[config.mk]
export PLATFORM = sky130hd
export DESIGN_NAME = ram_port_arbiter_flat
export DESIGN_NICKNAME = d
export VERILOG_FILES = /design/src/rtl/ram_port_arbiter_if.sv /design/src/rtl/ram_port_arbiter.sv /design/src/flat_wrapper.sv
export SDC_FILE = /design/constraint.sdc
export NUM_CORES = 1
export LEC_CHECK = 0
export CORE_UTILIZATION = 27
export DETAILED_ROUTE_END_ITERATION = 8
export PLACE_DENSITY = 0.78
export REMOVE_ABC_BUFFERS = 1
export SLEW_MARGIN = 5
export SYNTH_ARGS = -nofsm -noshare
export SYNTH_HDL_FRONTEND = slang
export SYNTH_SLANG_ARGS = --single-unit
[constraint.sdc]
create_clock -name clk -period 1.95 [get_ports clk]
set_input_delay 0.39 -clock clk [delete_from_list [all_inputs] [get_ports clk]]
set_output_delay 0.39 -clock clk [all_outputs]
set_load 0.005 [all_outputs]
[src/rtl/ram_port_arbiter_if.sv]
// One requester-side RAM port: request bundle in, grant and read response back.
interface ram_port_arbiter_if #(
   parameter int RAM_ADR_WIDTH = 6,
   parameter int DATA_WIDTH    = 16
);
   logic                     req;
   logic                     rw;
   logic                     lock;
   logic [RAM_ADR_WIDTH-1:0] adr;
   logic [DATA_WIDTH-1:0]    wdata;
   logic                     gnt;
   logic                     rvalid;
   logic [DATA_WIDTH-1:0]    rdata;

   modport master (output req, rw, lock, adr, wdata, input gnt, rvalid, rdata);
   modport slave  (input req, rw, lock, adr, wdata, output gnt, rvalid, rdata);
endinterface

[src/rtl/ram_port_arbiter.sv]
// Two-port arbiter for the shared single-port RAM: round-robin with bounded
// lock bursts and a boot mode in which port 0 owns the RAM exclusively.
module ram_port_arbiter #(
   parameter int RAM_ADR_WIDTH = 6,
   parameter int DATA_WIDTH    = 16,
   parameter int MAX_LOCK      = 8
) (
   input  logic                     clk,
   input  logic                     rst_n,
   input  logic                     ce,
   input  logic                     boot,
   ram_port_arbiter_if.slave        m0,
   ram_port_arbiter_if.slave        m1,
   output logic                     ram_enable,
   output logic                     ram_rw,
   output logic [RAM_ADR_WIDTH-1:0] ram_adr,
   output logic [DATA_WIDTH-1:0]    ram_in,
   input  logic [DATA_WIDTH-1:0]    ram_out
);

   localparam int LCW = $clog2(MAX_LOCK + 1);
   localparam logic [LCW-1:0] LOCK_MAX = LCW'(MAX_LOCK);
   localparam logic [LCW-1:0] LOCK_ONE = LCW'(1);
   // With MAX_LOCK==1 the first locked grant already exhausts the budget.
   localparam bit SINGLE_LOCK = (MAX_LOCK == 1);

   typedef enum logic [1:0] {ARB, HOLD0, HOLD1, BOOT} state_t;

   state_t         state_reg;
   logic           prio_reg;
   logic [LCW-1:0] lock_cnt_reg;
   logic           rvalid0_reg;
   logic           rvalid1_reg;

   logic           gnt0;
   logic           gnt1;
   logic           req1_ok;
   logic [LCW-1:0] lock_cnt_next;

   assign req1_ok = m1.req & ~boot;
   assign lock_cnt_next = (lock_cnt_reg >= LOCK_MAX) ? lock_cnt_reg : lock_cnt_reg + LOCK_ONE;

   always_comb begin
      gnt0 = 1'b0;
      gnt1 = 1'b0;
      if (rst_n && ce) begin
         case (state_reg)
            ARB: begin
               if (m0.req && req1_ok) begin
                  gnt0 = ~prio_reg;
                  gnt1 = prio_reg;
               end else begin
                  gnt0 = m0.req;
                  gnt1 = req1_ok;
               end
            end
            HOLD0:   gnt0 = m0.req;
            HOLD1:   gnt1 = req1_ok;
            default: gnt0 = m0.req;
         endcase
      end
   end

   always_ff @(posedge clk or negedge rst_n) begin
      if (!rst_n) begin
         state_reg    <= ARB;
         prio_reg     <= 1'b0;
         lock_cnt_reg <= '0;
         rvalid0_reg  <= 1'b0;
         rvalid1_reg  <= 1'b0;
      end else if (ce) begin
         rvalid0_reg <= gnt0 & ~m0.rw;
         rvalid1_reg <= gnt1 & ~m1.rw;
         if (boot) begin
            state_reg    <= BOOT;
            lock_cnt_reg <= '0;
         end else begin
            case (state_reg)
               ARB: begin
                  if (gnt0) begin
                     prio_reg <= 1'b1;
                     if (m0.lock && !(SINGLE_LOCK && m1.req)) begin
                        state_reg    <= HOLD0;
                        lock_cnt_reg <= LOCK_ONE;
                     end
                  end else if (gnt1) begin
                     prio_reg <= 1'b0;
                     if (m1.lock && !(SINGLE_LOCK && m0.req)) begin
                        state_reg    <= HOLD1;
                        lock_cnt_reg <= LOCK_ONE;
                     end
                  end
               end
               HOLD0: begin
                  if (!m0.req || !m0.lock || (lock_cnt_next == LOCK_MAX && m1.req)) begin
                     state_reg    <= ARB;
                     prio_reg     <= 1'b1;
                     lock_cnt_reg <= '0;
                  end else begin
                     lock_cnt_reg <= lock_cnt_next;
                  end
               end
               HOLD1: begin
                  if (!m1.req || !m1.lock || (lock_cnt_next == LOCK_MAX && m0.req)) begin
                     state_reg    <= ARB;
                     prio_reg     <= 1'b0;
                     lock_cnt_reg <= '0;
                  end else begin
                     lock_cnt_reg <= lock_cnt_next;
                  end
               end
               default: begin
                  // Leaving boot hands the first contested slot to the CPU side.
                  state_reg <= ARB;
                  prio_reg  <= 1'b1;
               end
            endcase
         end
      end
   end

   // A read return held through a ce=0 stretch shows up on the next enabled cycle.
   assign m0.gnt    = gnt0;
   assign m1.gnt    = gnt1;
   assign m0.rvalid = rvalid0_reg & ce;
   assign m1.rvalid = rvalid1_reg & ce;
   assign m0.rdata  = ram_out;
   assign m1.rdata  = ram_out;

   assign ram_enable = ce & (gnt0 | gnt1);

   always_comb begin
      ram_rw  = 1'b0;
      ram_adr = '0;
      ram_in  = '0;
      if (gnt0) begin
         ram_rw  = m0.rw;
         ram_adr = m0.adr;
         ram_in  = m0.wdata;
      end else if (gnt1) begin
         ram_rw  = m1.rw;
         ram_adr = m1.adr;
         ram_in  = m1.wdata;
      end
   end

endmodule

[src/flat_wrapper.sv]
// flat-port wrapper written by rule: the top's interface ports become plain ports
module ram_port_arbiter_flat 
#(
   parameter int RAM_ADR_WIDTH = 6,
   parameter int DATA_WIDTH    = 16,
   parameter int MAX_LOCK      = 8
)
  (clk, rst_n, ce, boot, ram_enable, ram_rw, ram_adr, ram_in, ram_out, m0_req, m0_rw, m0_lock, m0_adr, m0_wdata, m0_gnt, m0_rvalid, m0_rdata, m1_req, m1_rw, m1_lock, m1_adr, m1_wdata, m1_gnt, m1_rvalid, m1_rdata);
  ram_port_arbiter_if #(.RAM_ADR_WIDTH(RAM_ADR_WIDTH), .DATA_WIDTH(DATA_WIDTH)) m0_i ();
  ram_port_arbiter_if #(.RAM_ADR_WIDTH(RAM_ADR_WIDTH), .DATA_WIDTH(DATA_WIDTH)) m1_i ();
  input  logic clk;
  input  logic rst_n;
  input  logic ce;
  input  logic boot;
  output logic ram_enable;
  output logic ram_rw;
  output logic [RAM_ADR_WIDTH-1:0] ram_adr;
  output logic [DATA_WIDTH-1:0] ram_in;
  input  logic [DATA_WIDTH-1:0] ram_out;
  input wire logic [$bits(m0_i.req)-1:0] m0_req;
  input wire logic [$bits(m0_i.rw)-1:0] m0_rw;
  input wire logic [$bits(m0_i.lock)-1:0] m0_lock;
  input wire logic [$bits(m0_i.adr)-1:0] m0_adr;
  input wire logic [$bits(m0_i.wdata)-1:0] m0_wdata;
  output wire logic [$bits(m0_i.gnt)-1:0] m0_gnt;
  output wire logic [$bits(m0_i.rvalid)-1:0] m0_rvalid;
  output wire logic [$bits(m0_i.rdata)-1:0] m0_rdata;
  input wire logic [$bits(m1_i.req)-1:0] m1_req;
  input wire logic [$bits(m1_i.rw)-1:0] m1_rw;
  input wire logic [$bits(m1_i.lock)-1:0] m1_lock;
  input wire logic [$bits(m1_i.adr)-1:0] m1_adr;
  input wire logic [$bits(m1_i.wdata)-1:0] m1_wdata;
  output wire logic [$bits(m1_i.gnt)-1:0] m1_gnt;
  output wire logic [$bits(m1_i.rvalid)-1:0] m1_rvalid;
  output wire logic [$bits(m1_i.rdata)-1:0] m1_rdata;
  assign m0_i.req = m0_req;
  assign m0_i.rw = m0_rw;
  assign m0_i.lock = m0_lock;
  assign m0_i.adr = m0_adr;
  assign m0_i.wdata = m0_wdata;
  assign m0_gnt = m0_i.gnt;
  assign m0_rvalid = m0_i.rvalid;
  assign m0_rdata = m0_i.rdata;
  assign m1_i.req = m1_req;
  assign m1_i.rw = m1_rw;
  assign m1_i.lock = m1_lock;
  assign m1_i.adr = m1_adr;
  assign m1_i.wdata = m1_wdata;
  assign m1_gnt = m1_i.gnt;
  assign m1_rvalid = m1_i.rvalid;
  assign m1_rdata = m1_i.rdata;
  ram_port_arbiter #(.RAM_ADR_WIDTH(RAM_ADR_WIDTH), .DATA_WIDTH(DATA_WIDTH), .MAX_LOCK(MAX_LOCK)) u_core (.clk(clk), .rst_n(rst_n), .ce(ce), .boot(boot), .m0(m0_i), .m1(m1_i), .ram_enable(ram_enable), .ram_rw(ram_rw), .ram_adr(ram_adr), .ram_in(ram_in), .ram_out(ram_out));
endmodule
==> flow_summary.json, run 1 <==
{
  "area_delta_synth_final_pct": 78.8,
  "row_count": 24,
  "cts_tree": "built",
  "cap_violations": 0,
  "synth_cell_type_count": 45,
  "nets": 317,
  "worstSetupPathType": "reg -> out",
  "power.density_nw_per_um2": 592,
  "violations": "DRC, setup timing",
  "yosys_warnings": 0,
  "core_area_um2": 4470,
  "period_share_pct": 122,
  "postRouteAntennaNets": 0,
  "slew_viol_final": 0,
  "grt_max_degree": 13,
  "grt_pass1_wl_um": 8190,
  "fin_ws_ps": -419,
  "finClkSkew_ps": 5.19,
  "placed_area_um2": 2070,
  "clock_sinks": 9,
  "worst_ir_drop_vdd_mv": 0.372,
  "routed_wl_um": 5530,
  "grt_pass1_vias": 1538,
  "grt_use_total_pct": 20.9,
  "htree_levels": 1,
  "largest_reg_flops": 4,
  "die_w_um": 71.0,
  "ys_seq_elements": 9,
  "fmax_ghz": 0.422,
  "drc_errors": 3,
  "cp_data_arrival_time_ps": 1980,
  "max-clock-path-buffers": 2,
  "hold_violations": 0,
  "clock_latency_ps": 240,
  "drt-wirelength-per-cell_um": 18.9,
  "cts_root_buffer": "clkbuf_8",
  "die_height_um": 71.0,
  "drtIter0Drc": 49,
  "grt_overflow_total": 0,
  "firstDrtPassIters": 6,
  "postSynthCellCount": 150,
  "critPathRequiredTime_ps": 1560,
  "rsz0062_at_grt": "yes",
  "relSlewSlack_pct": 69.2,
  "post-route-min-period_ps": 2370,
  "start_kind": "flop",
  "syn_avg_cell_area_um2": 8.56,
  "dieArea_um2": 5030,
  "synth_area_um2": 1280,
  "ctsHoldBuffers": 0,
  "viasPerCell": 5.20,
  "end_kind": "output pin",
  "place_congestion": 0.921,
  "worst_pin_slew_ps": 462,
  "setup_viol": 33,
  "crit_fanout": 4,
  "fin_util_pct": 51.3,
  "io_buffers": 81,
  "floorplan.initialDensity_pct": 28.7,
  "power_leakage_nw": 1.04,
  "min_path_type": "in -> async",
  "seq_area_frac_synth_pct": 17.5,
  "outcome": "complete, but fails checks",
  "dp_hpwl_um": 3790,
  "antenna_cells": 0,
  "drive_gt1_share_pct": 43.6,
  "antenna_found_initial": 0,
  "fin_area_um2": 2290,
  "vias": 1523,
  "cts_buffers": 3,
  "ios": 130,
  "path_clk_slew_ps": 50
}
==> power breakdown <==
part	switching, mW	total [mW]	internal (mW)
Clock	0.0777	0.220	0.143
Combinational	0.362	0.886	0.524
Sequential	0.0294	0.251	0.221
==> cells in the mapped netlist, drive strengths merged <==
master	count	area share (%)
dfrtp	9	18
o22ai	4	1.9
nand3b	1	0.59
inv	12	3.5
nor3	4	1.9
o211ai	1	0.59
o21ai	3	1.2
and2	3	1.7
a2bb2oi	1	2.0
and2b	1	0.59
a41oi	1	0.68
o31ai	1	1.7
or2	1	0.49
a22o	23	16
a21oi	6	2.6
or3b	1	0.68
nor3b	1	0.59
a211oi	2	1.2
a22oi	1	0.59
buf	36	21
nand3	3	1.2
nand2b	2	0.97
nor2b	2	0.97
o31a	1	0.68
and4	1	0.68
nand2	6	1.9
clkbuf	2	0.59
o221a	1	0.88
and4b	1	0.78
or3	2	1.4
ha	5	4.9
nor2	4	1.2
and3	2	0.97
nor4b	1	1.9
a31oi	4	2.4
a21boi	1	1.5
==> final cells by class <==
cell class	instances	area, um^2
well taps	52	65.1
fillers	407	2180
clock buffers	4	45.0
inverters	12	47.5
multi-input cells	91	836
flip-flops and latches	9	225
repair buffers	125	1080
==> path summary, 6_finish.rpt <==
path / slack [ps] / cells after the start / start / end
max in group asynchronous: 1460 / 3 / rst_n / u_core.lock_cnt_reg[3]
worst max-delay path: -420 / 9 / u_core.state_reg[1] / ram_in[9]
worst min register to register: 530 / 2 / u_core.rvalid0_reg / u_core.rvalid0_reg
min in group clk: 530 / 2 / u_core.rvalid0_reg / u_core.rvalid0_reg
worst min-delay path: 340 / 3 / rst_n / u_core.rvalid1_reg
worst max register to register: -380 / 16 / u_core.state_reg[1] / u_core.state_reg[0]
==> critical path, cell delays in order (launching register included) <==
cell and delay, ps:
dfrtp_1 420, inv_2 80, ha_4 160, or2_4 240
buf_6 120, a21oi_4 180, buf_6 140, buf_4 120
a22o_1 150, buf_2 130
==> metrics by stage <==
stage	total power [mW]	setup WS, ps	instances	hold WS [ps]	setup TNS, ps
floorplan	0.520	-290	112	94.4	-6930
global placement	0.883	-737	269	513	-19750
detailed placement	0.889	-773	269	526	-20910
CTS	1.27	-469	291	346	-10200
global route	1.43	-481	293	388	-14220
finish	1.36	-419	293	336	-11810
==> layout by cell type (no fill, tap or decap), types with 2 or more instances in the layout <==
cell             netlist  routed
buf_6                  2      16
inv_1                 11       7
inv_2                  1       4
nand2_2                1       4
clkbuf_2               0       2
o22ai_1                4       2
and2_1                 2       2
and3_1                 2       2
o22ai_2                0       2
o21ai_0                3       2
dlygate4sd2_1          0       4
buf_4                 33      28
nand2_1                5       2
buf_2                  1      23
nor3_2                 1       2
a21oi_1                5       4
clkdlybuf4s50_1        0      51
nand2b_1               2       2
ha_4                   0       3
dfrtp_1                9       9
nand3_1                3       2
nor2_1                 4       4
a22o_1                23      23
clkbuf_8               0       3
a31oi_1                3       3
nor2b_1                2       2
nor3_1                 3       2
ha_1                   5       2
a211oi_2               0       2
==> cells by family (layout without fill, tap and decap cells) <==
logic type,count (synthesis),in the layout,synth area share (%)
DFF,9,9,17.5
buffers and inverters,50,141,25.5
and+or+nand+nor,36,36,18.4
AOI/OAI and AO/OA,50,50,33.6
adders and majority gates,5,5,4.87
==> layer usage <==
| metal | up-vias | track usage (%) | wire [um] | part of all wire, % |
|---|---|---|---|---|
| li1 | 702 | - | - | - |
| met1 | 742 | 27.4 | 2390 | 43 |
| met2 | 71 | 32.8 | 2640 | 48 |
| met3 | 8 | 8.26 | 434 | 7.9 |
| met4 | 0 | 4.00 | 63 | 1.1 |
| met5 | - | 0 | 0 | 0 |
==> timing repair <==
item | in CTS | in global routing
setup endpoints to repair | 33 | 33
gates resized for setup | 133 | 17
cloned | 1 | 0
setup buffers | 20 | 4
pin swaps | 16 | 9
No activity file was read; power rests on OpenSTA's default activity.
==> run 2, diff against run 1 <==
--- a/config.mk
+++ b/config.mk
@@ -5,8 +5,11 @@
 export SDC_FILE = /design/constraint.sdc
 export NUM_CORES = 1
 export LEC_CHECK = 0
+export CORE_ASPECT_RATIO = 1.4
 export CORE_UTILIZATION = 27
+export CTS_CLUSTER_DIAMETER = 50
 export DETAILED_ROUTE_END_ITERATION = 8
+export GPL_TIMING_DRIVEN = 0
 export PLACE_DENSITY = 0.78
 export REMOVE_ABC_BUFFERS = 1
 export SLEW_MARGIN = 5
==> run 2 against run 1 <==
  * Utilization is 1.6 points lower
  * The run ends with setup timing left
  * Total power is 8.5% lower
  * Critical path type unchanged
  * Cell area is 1.8% lower
  * Critical endpoint is now ram_in[1]
==> flow_summary.json, run 2 (synthesis gave the netlist of run 1 again) <==
{
  "outcome": "complete, but fails checks",
  "violations": "setup timing",
  "start_kind": "flop",
  "drt-wirelength-per-cell_um": 20.8,
  "dp_hpwl_um": 3730,
  "power_leakage_nw": 1.01,
  "place_congestion": 0.943,
  "grt_pass1_vias": 1673,
  "fill_cells": 417,
  "rr_worst_depth": 9,
  "nets": 306,
  "grt_max_degree": 15,
  "cts_tree": "built",
  "die_height_um": 83.6,
  "largest_reg_flops": 4,
  "most-common-layout-cells": "clkdlybuf4s50_1, buf_2, a22o_1, buf_4, buf_6",
  "rsz0062_at_grt": "yes",
  "relSlewSlack_pct": 73.7,
  "cts_root_buffer": "clkbuf_8",
  "switching_share_pct": 37.5,
  "layout_commonest_cell": "clkdlybuf4s50_1",
  "drc_errors": 0,
  "power.switching_mw": 0.465,
  "vias": 1552,
  "hold_violations": 0,
  "htree_levels": 1,
  "worst_pin_slew_ps": 394,
  "max-clock-path-buffers": 2,
  "clock_latency_ps": 240,
  "power.density_nw_per_um2": 551,
  "rr_endpoint": "u_core.lock_cnt_reg[0]",
  "fmax_ghz": 0.408,
  "finClkSkew_ps": 1.37,
  "firstDrtPassIters": 4,
  "setup_viol": 27,
  "grt_overflow_total": 0,
  "path_clk_slew_ps": 50,
  "floorplan.initialDensity_pct": 28.3,
  "intPower_mw": 0.776,
  "drive_gt1_share_pct": 40.9,
  "worst_ir_drop_vdd_mv": 0.456,
  "dieArea_um2": 5040,
  "area_delta_synth_final_pct": 75.5,
  "cp-startpoint": "u_core.state_reg[1]",
  "io_buffers": 81,
  "multi_input_area_um2": 866,
  "placed_area_um2": 1890,
  "rrSetupSlack_ps": 0,
  "viasPerCell": 5.32,
  "die_w_um": 60.3,
  "row_count": 29,
  "p_seq_share_pct": 20.9,
  "postRouteAntennaNets": 0,
  "routed_wl_um": 6080,
  "critPathRequiredTime_ps": 1560,
  "ios": 130,
  "fin_area_um2": 2250,
  "post-route-min-period_ps": 2450,
  "pwr-share-comb_pct": 60.4,
  "clock_sinks": 9,
  "cap_violations": 0,
  "fin_setup_tns_ps": -10140,
  "r2r-start": "u_core.state_reg[1]",
  "min_path_type": "in -> async",
  "end_kind": "output pin",
  "crit_fanout": 7,
  "slew_viol_final": 0,
  "antenna_cells": 0,
  "grt_use_total_pct": 24.3,
  "cts_buffers": 3,
  "fin_ws_ps": -498,
  "worstSetupPathType": "reg -> out",
  "drtIter0Drc": 65,
  "cp_data_arrival_time_ps": 2060,
  "period_share_pct": 126,
  "antenna_found_initial": 0,
  "register_area_um2": 226,
  "clkPwrFrac_pct": 18.7,
  "core_area_um2": 4540,
  "grt_pass1_wl_um": 8960
}
run 2: area by class of cell:
class / instances / share of cell area [%]
tap: 62 / 3.44
multi-input combinational: 93 / 38.4
inverter: 12 / 2.00
clock buffer: 3 / 1.83
sequential: 9 / 10.0
clock inverter: 1 / 0.222
timing repair buffer: 112 / 44.0
run 2: per-stage QoR:
step	hold slack [ps]	setup WS, ps	total power, mW	utilization, %	std cells
floorplan	94.4	-290	0.520	-	112
global placement	513	-1580	0.765	41.7	255
detailed placement	520	-1630	0.777	41.7	255
CTS	149	-532	1.20	49.9	289
global route	150	-558	1.33	49.7	292
finish	139	-498	1.24	49.7	292
run 2: how the worst max path moves through the flow:
stage,end,slack (ps),depth (start not counted)
after floorplan,ram_adr[0],-290,5
after global placement,ram_in[1],-1580,6
after detailed placement,ram_in[14],-1630,6
after CTS,ram_in[3],-530,10
after global routing,ram_in[13],-560,9
final,ram_in[1],-500,9
run 2: power groups by stage:
| stage | Sequential, mW | Clock (mW) | Combinational [mW] |
|---|---|---|---|
| 2_1_floorplan | 0.252 | 0 | 0.268 |
| 4_1_cts | 0.255 | 0.234 | 0.708 |
| 3_3_place_gp | 0.261 | 0 | 0.504 |
| 5_1_grt | 0.262 | 0.254 | 0.809 |
| 3_5_place_dp | 0.262 | 0 | 0.515 |
| 6_report | 0.259 | 0.232 | 0.751 |
run 2: timing repair:
| item | 4_1_cts | 5_1_grt |
|---|---|---|
| resized for setup | 140 | 15 |
| pin swaps | 12 | 14 |
| endpoints found under the setup margin | 37 | 34 |
| buffers inserted | 27 | 7 |
| cloned | 3 | 0 |
| hold buffers | 0 | 0 |
run 2: worst max-delay path: stages, from the launching register on:
cell      delay, ps
dfrtp_2         440
inv_2            90
ha_4            130
or2_4           120
nor4b_4         240
a21boi_4        250
buf_12          140
buf_8           110
a22o_1          170
buf_2           130
run 2: metal layers:
metal  vias up  part of all wire, %  global-route usage [%]
li1        685                    -                       -
met1       729                   38                    28.2
met2       125                   45                    38.7
met3        13                   15                    11.2
met4         0                  1.9                    7.40
met5         -                    0                       0
==> run 3, diff against run 2 <==
--- a/config.mk
+++ b/config.mk
@@ -5,6 +5,7 @@
 export SDC_FILE = /design/constraint.sdc
 export NUM_CORES = 1
 export LEC_CHECK = 0
+export CAP_MARGIN = 20
 export CORE_ASPECT_RATIO = 1.4
 export CORE_UTILIZATION = 27
 export CTS_CLUSTER_DIAMETER = 50
==> results of run 3 <==
Same layout as run 2: the final DEF is identical, and so are final timing and power.
